## src/rtl/uart_rx_fifo.sv

```systemverilog
// UART receiver with 2-flop input synchroniser, framing checks and a first-word fall-through receive FIFO.
// Optional even parity checking is enabled by defining UART_RX_PARITY_EN.
module uart_rx_fifo #(
    parameter int unsigned CLKS_PER_BIT = 16,
    parameter int unsigned DATA_BITS    = 8,
    parameter int unsigned FIFO_DEPTH   = 8
) (
    input  logic                          clock,
    input  logic                          resetb,
    input  logic                          ser_rx,
    input  logic                          enable,
    input  logic                          rd_en,
    output logic [DATA_BITS-1:0]          rd_data,
    output logic                          rd_valid,
    output logic [$clog2(FIFO_DEPTH):0]   fifo_count,
    output logic                          busy,
    output logic                          frame_err,
    output logic                          overflow
`ifdef UART_RX_PARITY_EN
    ,
    output logic                          parity_err
`endif
);

    localparam int unsigned CW = $clog2(CLKS_PER_BIT);
    localparam int unsigned AW = $clog2(FIFO_DEPTH);
    localparam int unsigned BW = $clog2(DATA_BITS);

    localparam logic [CW-1:0] HALF_LOAD = CW'(CLKS_PER_BIT / 2 - 1);
    localparam logic [CW-1:0] BIT_LOAD  = CW'(CLKS_PER_BIT - 1);
    localparam logic [BW-1:0] LAST_BIT  = BW'(DATA_BITS - 1);
    localparam logic [AW:0]   FULL_CNT  = (AW + 1)'(FIFO_DEPTH);

    typedef enum logic [2:0] {
        IDLE,
        START,
        DATA,
`ifdef UART_RX_PARITY_EN
        PARITY,
`endif
        STOP,
        WAIT_HIGH
    } state_t;

    state_t               state;
    logic                 sync1, sync2;
    logic [CW-1:0]        cnt;
    logic [BW-1:0]        bit_idx;
    logic [DATA_BITS-1:0] shreg;
    logic                 par_bad;

    logic [DATA_BITS-1:0] mem [FIFO_DEPTH];
    logic [AW-1:0]        wr_ptr, rd_ptr;
    logic                 push_req, do_push, do_pop, full;

    always_ff @(posedge clock or negedge resetb) begin
        if (!resetb) begin
            sync1 <= 1'b1;
            sync2 <= 1'b1;
        end else begin
            sync1 <= ser_rx;
            sync2 <= sync1;
        end
    end

    always_ff @(posedge clock or negedge resetb) begin
        if (!resetb) begin
            state      <= IDLE;
            cnt        <= '0;
            bit_idx    <= '0;
            shreg      <= '0;
            par_bad    <= 1'b0;
            frame_err  <= 1'b0;
`ifdef UART_RX_PARITY_EN
            parity_err <= 1'b0;
`endif
        end else begin
            frame_err  <= 1'b0;
`ifdef UART_RX_PARITY_EN
            parity_err <= 1'b0;
`endif
            if (!enable) begin
                state <= IDLE;
            end else begin
                case (state)
                    IDLE: begin
                        if (!sync2) begin
                            cnt   <= HALF_LOAD;
                            state <= START;
                        end
                    end
                    START: begin
                        if (cnt != '0) begin
                            cnt <= cnt - 1'b1;
                        end else if (sync2) begin
                            state <= IDLE;
                        end else begin
                            cnt     <= BIT_LOAD;
                            bit_idx <= LAST_BIT;
                            par_bad <= 1'b0;
                            state   <= DATA;
                        end
                    end
                    DATA: begin
                        if (cnt != '0) begin
                            cnt <= cnt - 1'b1;
                        end else begin
                            shreg <= {sync2, shreg[DATA_BITS-1:1]};
                            cnt   <= BIT_LOAD;
                            if (bit_idx == '0) begin
`ifdef UART_RX_PARITY_EN
                                state <= PARITY;
`else
                                state <= STOP;
`endif
                            end else begin
                                bit_idx <= bit_idx - 1'b1;
                            end
                        end
                    end
`ifdef UART_RX_PARITY_EN
                    PARITY: begin
                        if (cnt != '0) begin
                            cnt <= cnt - 1'b1;
                        end else begin
                            cnt <= BIT_LOAD;
                            if (sync2 != ^shreg) begin
                                par_bad    <= 1'b1;
                                parity_err <= 1'b1;
                            end
                            state <= STOP;
                        end
                    end
`endif
                    STOP: begin
                        if (cnt != '0) begin
                            cnt <= cnt - 1'b1;
                        end else if (sync2) begin
                            state <= IDLE;
                        end else begin
                            frame_err <= 1'b1;
                            state     <= WAIT_HIGH;
                        end
                    end
                    WAIT_HIGH: begin
                        if (sync2) state <= IDLE;
                    end
                    default: state <= IDLE;
                endcase
            end
        end
    end

    // The push is decided in the stop-sample cycle itself so the write lands on that edge.
    assign push_req = enable && (state == STOP) && (cnt == '0) && sync2 && !par_bad;
    assign full     = (fifo_count == FULL_CNT);
    assign do_pop   = rd_en && (fifo_count != '0);
    assign do_push  = push_req && (!full || do_pop);

    always_ff @(posedge clock) begin
        if (do_push) mem[wr_ptr] <= shreg;
    end

    always_ff @(posedge clock or negedge resetb) begin
        if (!resetb) begin
            wr_ptr     <= '0;
            rd_ptr     <= '0;
            fifo_count <= '0;
            overflow   <= 1'b0;
        end else begin
            overflow <= push_req && full && !do_pop;
            if (do_push) wr_ptr <= wr_ptr + 1'b1;
            if (do_pop)  rd_ptr <= rd_ptr + 1'b1;
            case ({do_push, do_pop})
                2'b10:   fifo_count <= fifo_count + 1'b1;
                2'b01:   fifo_count <= fifo_count - 1'b1;
                default: fifo_count <= fifo_count;
            endcase
        end
    end

    assign rd_valid = (fifo_count != '0);
    assign rd_data  = rd_valid ? mem[rd_ptr] : '0;
    assign busy     = (state != IDLE);

endmodule

```

## config.mk

```make
export PLATFORM = sky130hd
export DESIGN_NAME = uart_rx_fifo
export DESIGN_NICKNAME = d
export VERILOG_FILES = /design/src/rtl/uart_rx_fifo.sv
export SDC_FILE = /design/constraint.sdc
export NUM_CORES = 1
export LEC_CHECK = 0
export BUFFER_PORTS_ARGS = -buffer_cell sky130_fd_sc_hd__buf_2
export CORE_UTILIZATION = 50
export CTS_CLUSTER_SIZE = 30
export DETAILED_ROUTE_END_ITERATION = 6
export PLACE_DENSITY = 0.67
export SLEW_MARGIN = 20
export SYNTH_ARGS = -nofsm -noshare
export SYNTH_HDL_FRONTEND = slang
export SYNTH_SLANG_ARGS = --single-unit
export TNS_END_PERCENT = 100
```

## constraint.sdc

```tcl
create_clock -name clock -period 8 [get_ports clock]
set_input_delay 1.6 -clock clock [delete_from_list [all_inputs] [get_ports clock]]
set_output_delay 1.6 -clock clock [all_outputs]
set_load 0.005 [all_outputs]
```

# --- Word level (Yosys, flattened, before mapping) ---
# Memory sizes are Yosys's and may differ from the RTL's.
# Cells that the tools add are included.
word_totals:
  ramBits: 64
  n_memories: 1
  regBits: 32
  elab_cells: 91
  out_inout_bits: 16
  input_bits: 5
op_classes:
  n_bitwise: 1
  mux: 29
  add_sub_neg: 6
  eq_ne: 20
  reduce_logical: 23
memory_table:
  columns: ["name", "words", "word_bits", "rd", "rd_clocked_by_memory_dff", "write_ports", "line_no", "text"]
  rows:
  - ["mem", 8, 8, 1, 0, 1, "52", "logic [DATA_BITS-1:0] mem [FIFO_DEPTH];"]
op_table:
  columns: ["op", "count"]
  rows:
  - ["$mux W3", 12]
  - ["$ne A3 B3 Y1 const B", 7]
  - ["$mux W4", 5]
  - ["$pmux W4 S4", 1]
  - ["$pmux W3 S5", 1]
  - ["$ne A2 B2 Y1 const B", 6]
  - ["$reduce_and A6 Y1", 2]
  - ["$reduce_bool A4 Y1", 3]
  - ["$mux W8", 1]
  - ["$pmux W4 S2", 1]
  - ["$sub A4 B1 Y4 const B", 2]
  - ["$logic_and A1 B1 Y1", 7]
  - ["$add A3 B1 Y3 const B", 2]
  - ["$eq A3 B2 Y1 const B", 2]
  - ["$logic_not A3 Y1", 2]
  - ["$mux W1", 6]
  - ["$pmux W3 S2", 1]
  - ["$reduce_and A5 Y1", 1]
  - ["$add A4 B1 Y4 const B", 1]
  - ["$eq A4 B4 Y1 const B", 1]
  - ["$logic_not A4 Y1", 1]
  - ["$reduce_bool A2 Y1", 2]
  - ["$eq A3 B1 Y1 const B", 1]
  - ["$eq A3 B3 Y1 const B", 1]
  - ["other kinds (9)", 10]

# --- Logic depth before layout (Yosys ltp) ---
logic_depth:
  word_depth: 7
  depth_mapped: 10
  depth_no_buf: 9

# --- Worst setup path before layout ---
# No wires, ideal clock.
synth_timing:
  path_type: "input to register"
  start: "input enable"
  end: "register fifo_count[2]"
  t_arrival_ns: 3.441
  required_time_ns: 7.913
  setup_slack_ns: 4.472
  stages: 7
  path_buffers: 0
  cell_sequence: "nand2b_1 > o311a_1 > xor2_1 > ha_1 > or3_1 > or4_2 > o211ai_1"
synth_via:
  elab_chain_len: 6
  word_cells_on_any_way: 8
synth_lines:
  columns: ["item", "line_no", "text"]
  rows:
  - ["from (decl)", "11", "input logic enable,"]
  - ["$logic_and A1 B1 Y1 * (3 in a row)", "155", "assign push_req = enable && (state == STOP) && (cnt == '0) && sync2 && !par_bad;"]
  - ["$logic_and A1 B1 Y1 *", "158", "assign do_push = push_req && (!full || do_pop);"]
  - ["$eq A2 B1 Y1 or $eq A2 B2 Y1 (tied branches)", "174", "case ({do_push, do_pop})"]
  - ["$pmux W4 S2 or $reduce_bool A2 Y1 (tied branches)", null, null]
  - ["to (signal assigned)", "175", "2'b10: fifo_count <= fifo_count + 1'b1;"]
  - ["to (signal assigned)", "176", "2'b01: fifo_count <= fifo_count - 1'b1;"]
  - ["to (signal assigned)", "177", "default: fifo_count <= fifo_count;"]
  - ["to (decl)", "15", "output logic [$clog2(FIFO_DEPTH):0] fifo_count,"]
# Every way passes the cells marked *; elsewhere a longest branch is shown, timed or not.
# A chain may end at the register's enable or synchronous reset.

# --- Worst setup path in the final report ---
layout_timing:
  start: "register rd_ptr[0]"
  end: "output rd_data[6]"
layout_via:
  elab_chain_len: 2
layout_lines:
  columns: ["item", "line_no", "text"]
  rows:
  - ["from (decl)", "53", "logic [AW-1:0] wr_ptr, rd_ptr;"]
  - ["from (signal assigned)", "173", "if (do_pop) rd_ptr <= rd_ptr + 1'b1;"]
  - ["$mem_v2 Z8 W8", null, null]
  - ["$mux W8", "183", "assign rd_data = rd_valid ? mem[rd_ptr] : '0;"]
  - ["to (decl)", "13", "output logic [DATA_BITS-1:0] rd_data,"]
# No other way between the ends.

==> qor.yml <==
cp-startpoint: "rd_ptr[0]"
clockBufferDepth: 2
grt_first_pass_wirelength_um: 11600
clock_skew_ns: 0.0125
synthArstFlopShare_pct: 33.3
die-area_um2: 8670
drcViolationCount: 0
critical_path_class: "reg2out"
grt_max_degree: 33
r2r_start: "cnt[0]"
fin_area_um2: 4520
top_level_ports: 21
r2r-end: "fifo_count[2]"
hpwl_um: 4620
ctsResizeCount: 0
fin_crit_sh_pct: 46.3
yosysUniqueCellTypes: 49
cts_hold_buf: 0
worst_pin_slew_ns: 0.876
synth_xor_area_share_pct: 1.48
ys_seq_area_share_pct: 65.6
cts_setup_buffers: 0
power.density_nw_per_um2: 253
synthCells: 262
fin_setup_tns_ns: 0
ys_ff_latch: 96
cts_sinks: 96
reg2reg_slack_ns: 4.95
antenna_found_initial: 0
cts-buffers-inserted: 9
antenna_cells: 0
end_kind: "output pin"
areaGrowthSynthToFinish_pct: 8.95
hold_ws_ns: 0.358
core_area_um2: 7890
cap_violations: 0
drt-initial-drc-count: 144
p_total_mw: 1.15
ant_nets: 0
crit_chain: "mux4_2, mux2i_1, nor2_1, buf_2"
die_h_um: 93.1
h-tree-depth: 3
cts_root_buffer: "clkbuf_8"
postPlaceCellArea_um2: 4320
reg2reg_depth: 9
grt_usage_pct: 18.5
synthAdderAreaFrac_pct: 1.81
viasPerCell: 5.68
wire_per_inst_um: 17.9
drive_gt1_share_pct: 27.1
hp-class: "reg2reg"
setup_viol: 0
slew_headroom_pct: 41.4
max_freq_ghz: 0.270
synth_compound_area_share_pct: 4.79
synthFlopType: "edfxtp_1"
drv_slew: 0
synthSimpleGateAreaFrac_pct: 9.85
dr.pass1.iters: 4
yosys_warnings: 0
rows: 32
cpPeakStageDelay_ns: 0.75
port_buffers: 20
finalCriticalPeriod_ns: 3.70
p_leak_nw: 1.70
synth_nets: 273
grt_pass1_vias: 2173
syn_area_um2: 4150
die_x_um: 93.1
cts_tree: "done"
critPathLaunchType: "flop"
vias: 2215
synth_top_family_by_area: "multiplexers"
grt_overflow: 0
final_nets: 294
status: "finished, final reports clean"
rsz0062_at_grt: "no"
required_ns: 6.40
synthMuxAreaShare_pct: 14.3
synth_enable_flop_cells: 64
routed_wl_um: 7000
arrival_ns: 2.10
critPathSlowestCell: "dfrtp_2"
endpoint: "rd_data[6]"
ir_drop_v: 0.0000933
hold_violations: 0
place_congestion: 0.763
start_util_pct: 52.6
worstSkewPairLatency_ns: 0.36
cts.reportedPaths.clkPinSlew_ns: 0.09
path_max_fanout: 18
syn_avg_cell_area_um2: 15.9
[synth_stat cells, types with 4 or more instances]
cell type   n  area [µm²]
nand2b_1    5        31.3
a21oi_1     4        20.0
and3_2      4        30.0
mux4_2     16         360
nand2_1    10        37.5
dfrtp_1    30         751
ha_1        6        75.1
nor3_1      7        35.0
a22oi_1     4        30.0
inv_1       7        26.3
o21ai_0     5        25.0
nand3_1     5        25.0
mux2_2     10         113
nor3b_1     6        45.0
xnor2_1     4        35.0
edfxtp_1   64        1920
mux2i_1    11         110
nor2_1     21        78.8
[sequential cells by signal, summed over array words and instances, names as in the netlist]
| name | cells |
|---|---|
| wr_ptr | 3 |
| shreg | 8 |
| cnt | 4 |
| state | 3 |
| fifo_count | 4 |
| mem | 64 |
| bit_idx | 3 |
| sync1 | 1 |
| frame_err | 1 |
| overflow | 1 |
| rd_ptr | 3 |
| sync2 | 1 |
[metal layers]
| metal | vias up | GRT usage (%) | routed length [µm] |
|---|---|---|---|
| met1 | 1121 | 26.5 | 3230 |
| met2 | 34 | 28.1 | 3440 |
| met4 | 0 | 8.46 | 115 |
| met5 | - | 0 | 0 |
| met3 | 10 | 3.01 | 217 |
| li1 | 1050 | - | - |
[metrics by stage]
step	setup slack (ns)	instances	utilization [%]
finish	4.30	390	57.4
CTS	4.22	390	57.2
global placement	4.11	374	54.8
detailed placement	3.99	374	54.8
global route	4.12	390	57.4
floorplan	4.47	262	-
[cell families (layout without fill, tap and decap cells)]
group,after synthesis,after routing
mux,38,38
simple gates,72,72
xor+xnor,7,7
compound gates,25,25
buf+inv,18,44
fa+ha+maj,6,6
flops,96,96
[worst min-delay path by stage]
stage                     start  endpoint  slack [ns]  cells past startpoint
after floorplan           sync1     sync2        0.35                      0
after global placement    sync1     sync2        0.35                      0
after detailed placement  sync1     sync2        0.35                      0
after CTS                 sync1     sync2        0.36                      0
after global routing      sync1     sync2        0.37                      0
final                     sync1     sync2        0.36                      0
[area by class of cell]
type / instances / area, µm²
repair buffers: 20 / 100
inverters: 8 / 30.0
multi-input cells: 148 / 1350
clock buffers: 11 / 151
clock inverters: 5 / 40.0
fillers: 626 / 3360
flip-flops and latches: 96 / 2730
well taps: 102 / 128
[critical path, delay by kind of cell, from the launching register on]
kind / cells / cell delay, ns
and+or+nand+nor: 1 / 0.06
muxes: 2 / 0.78
DFF: 1 / 0.75
buffers and inverters: 1 / 0.16
[placed cells by master, fill, tap and decap left out, types with 5 or more instances in the layout]
cell / netlist / routed
nor3b_1: 6 / 6
nand2b_1: 5 / 5
nand3_1: 5 / 5
mux2_2: 10 / 10
dfrtp_1: 30 / 29
inv_1: 7 / 7
mux2i_1: 11 / 11
nand2_1: 10 / 10
o21ai_0: 5 / 5
ha_1: 6 / 6
nor2_1: 21 / 21
clkbuf_8: 0 / 11
mux4_2: 16 / 16
buf_2: 2 / 20
edfxtp_1: 64 / 64
nor3_1: 7 / 5
[where the power goes]
| part | leakage [nW] | switching [mW] | internal [mW] |
|---|---|---|---|
| combinational | 0.599 | 0.0867 | 0.139 |
| sequential | 1.01 | 0.0801 | 0.542 |
| clock | 0.0882 | 0.167 | 0.132 |
No activity file was read; power rests on OpenSTA's default activity.
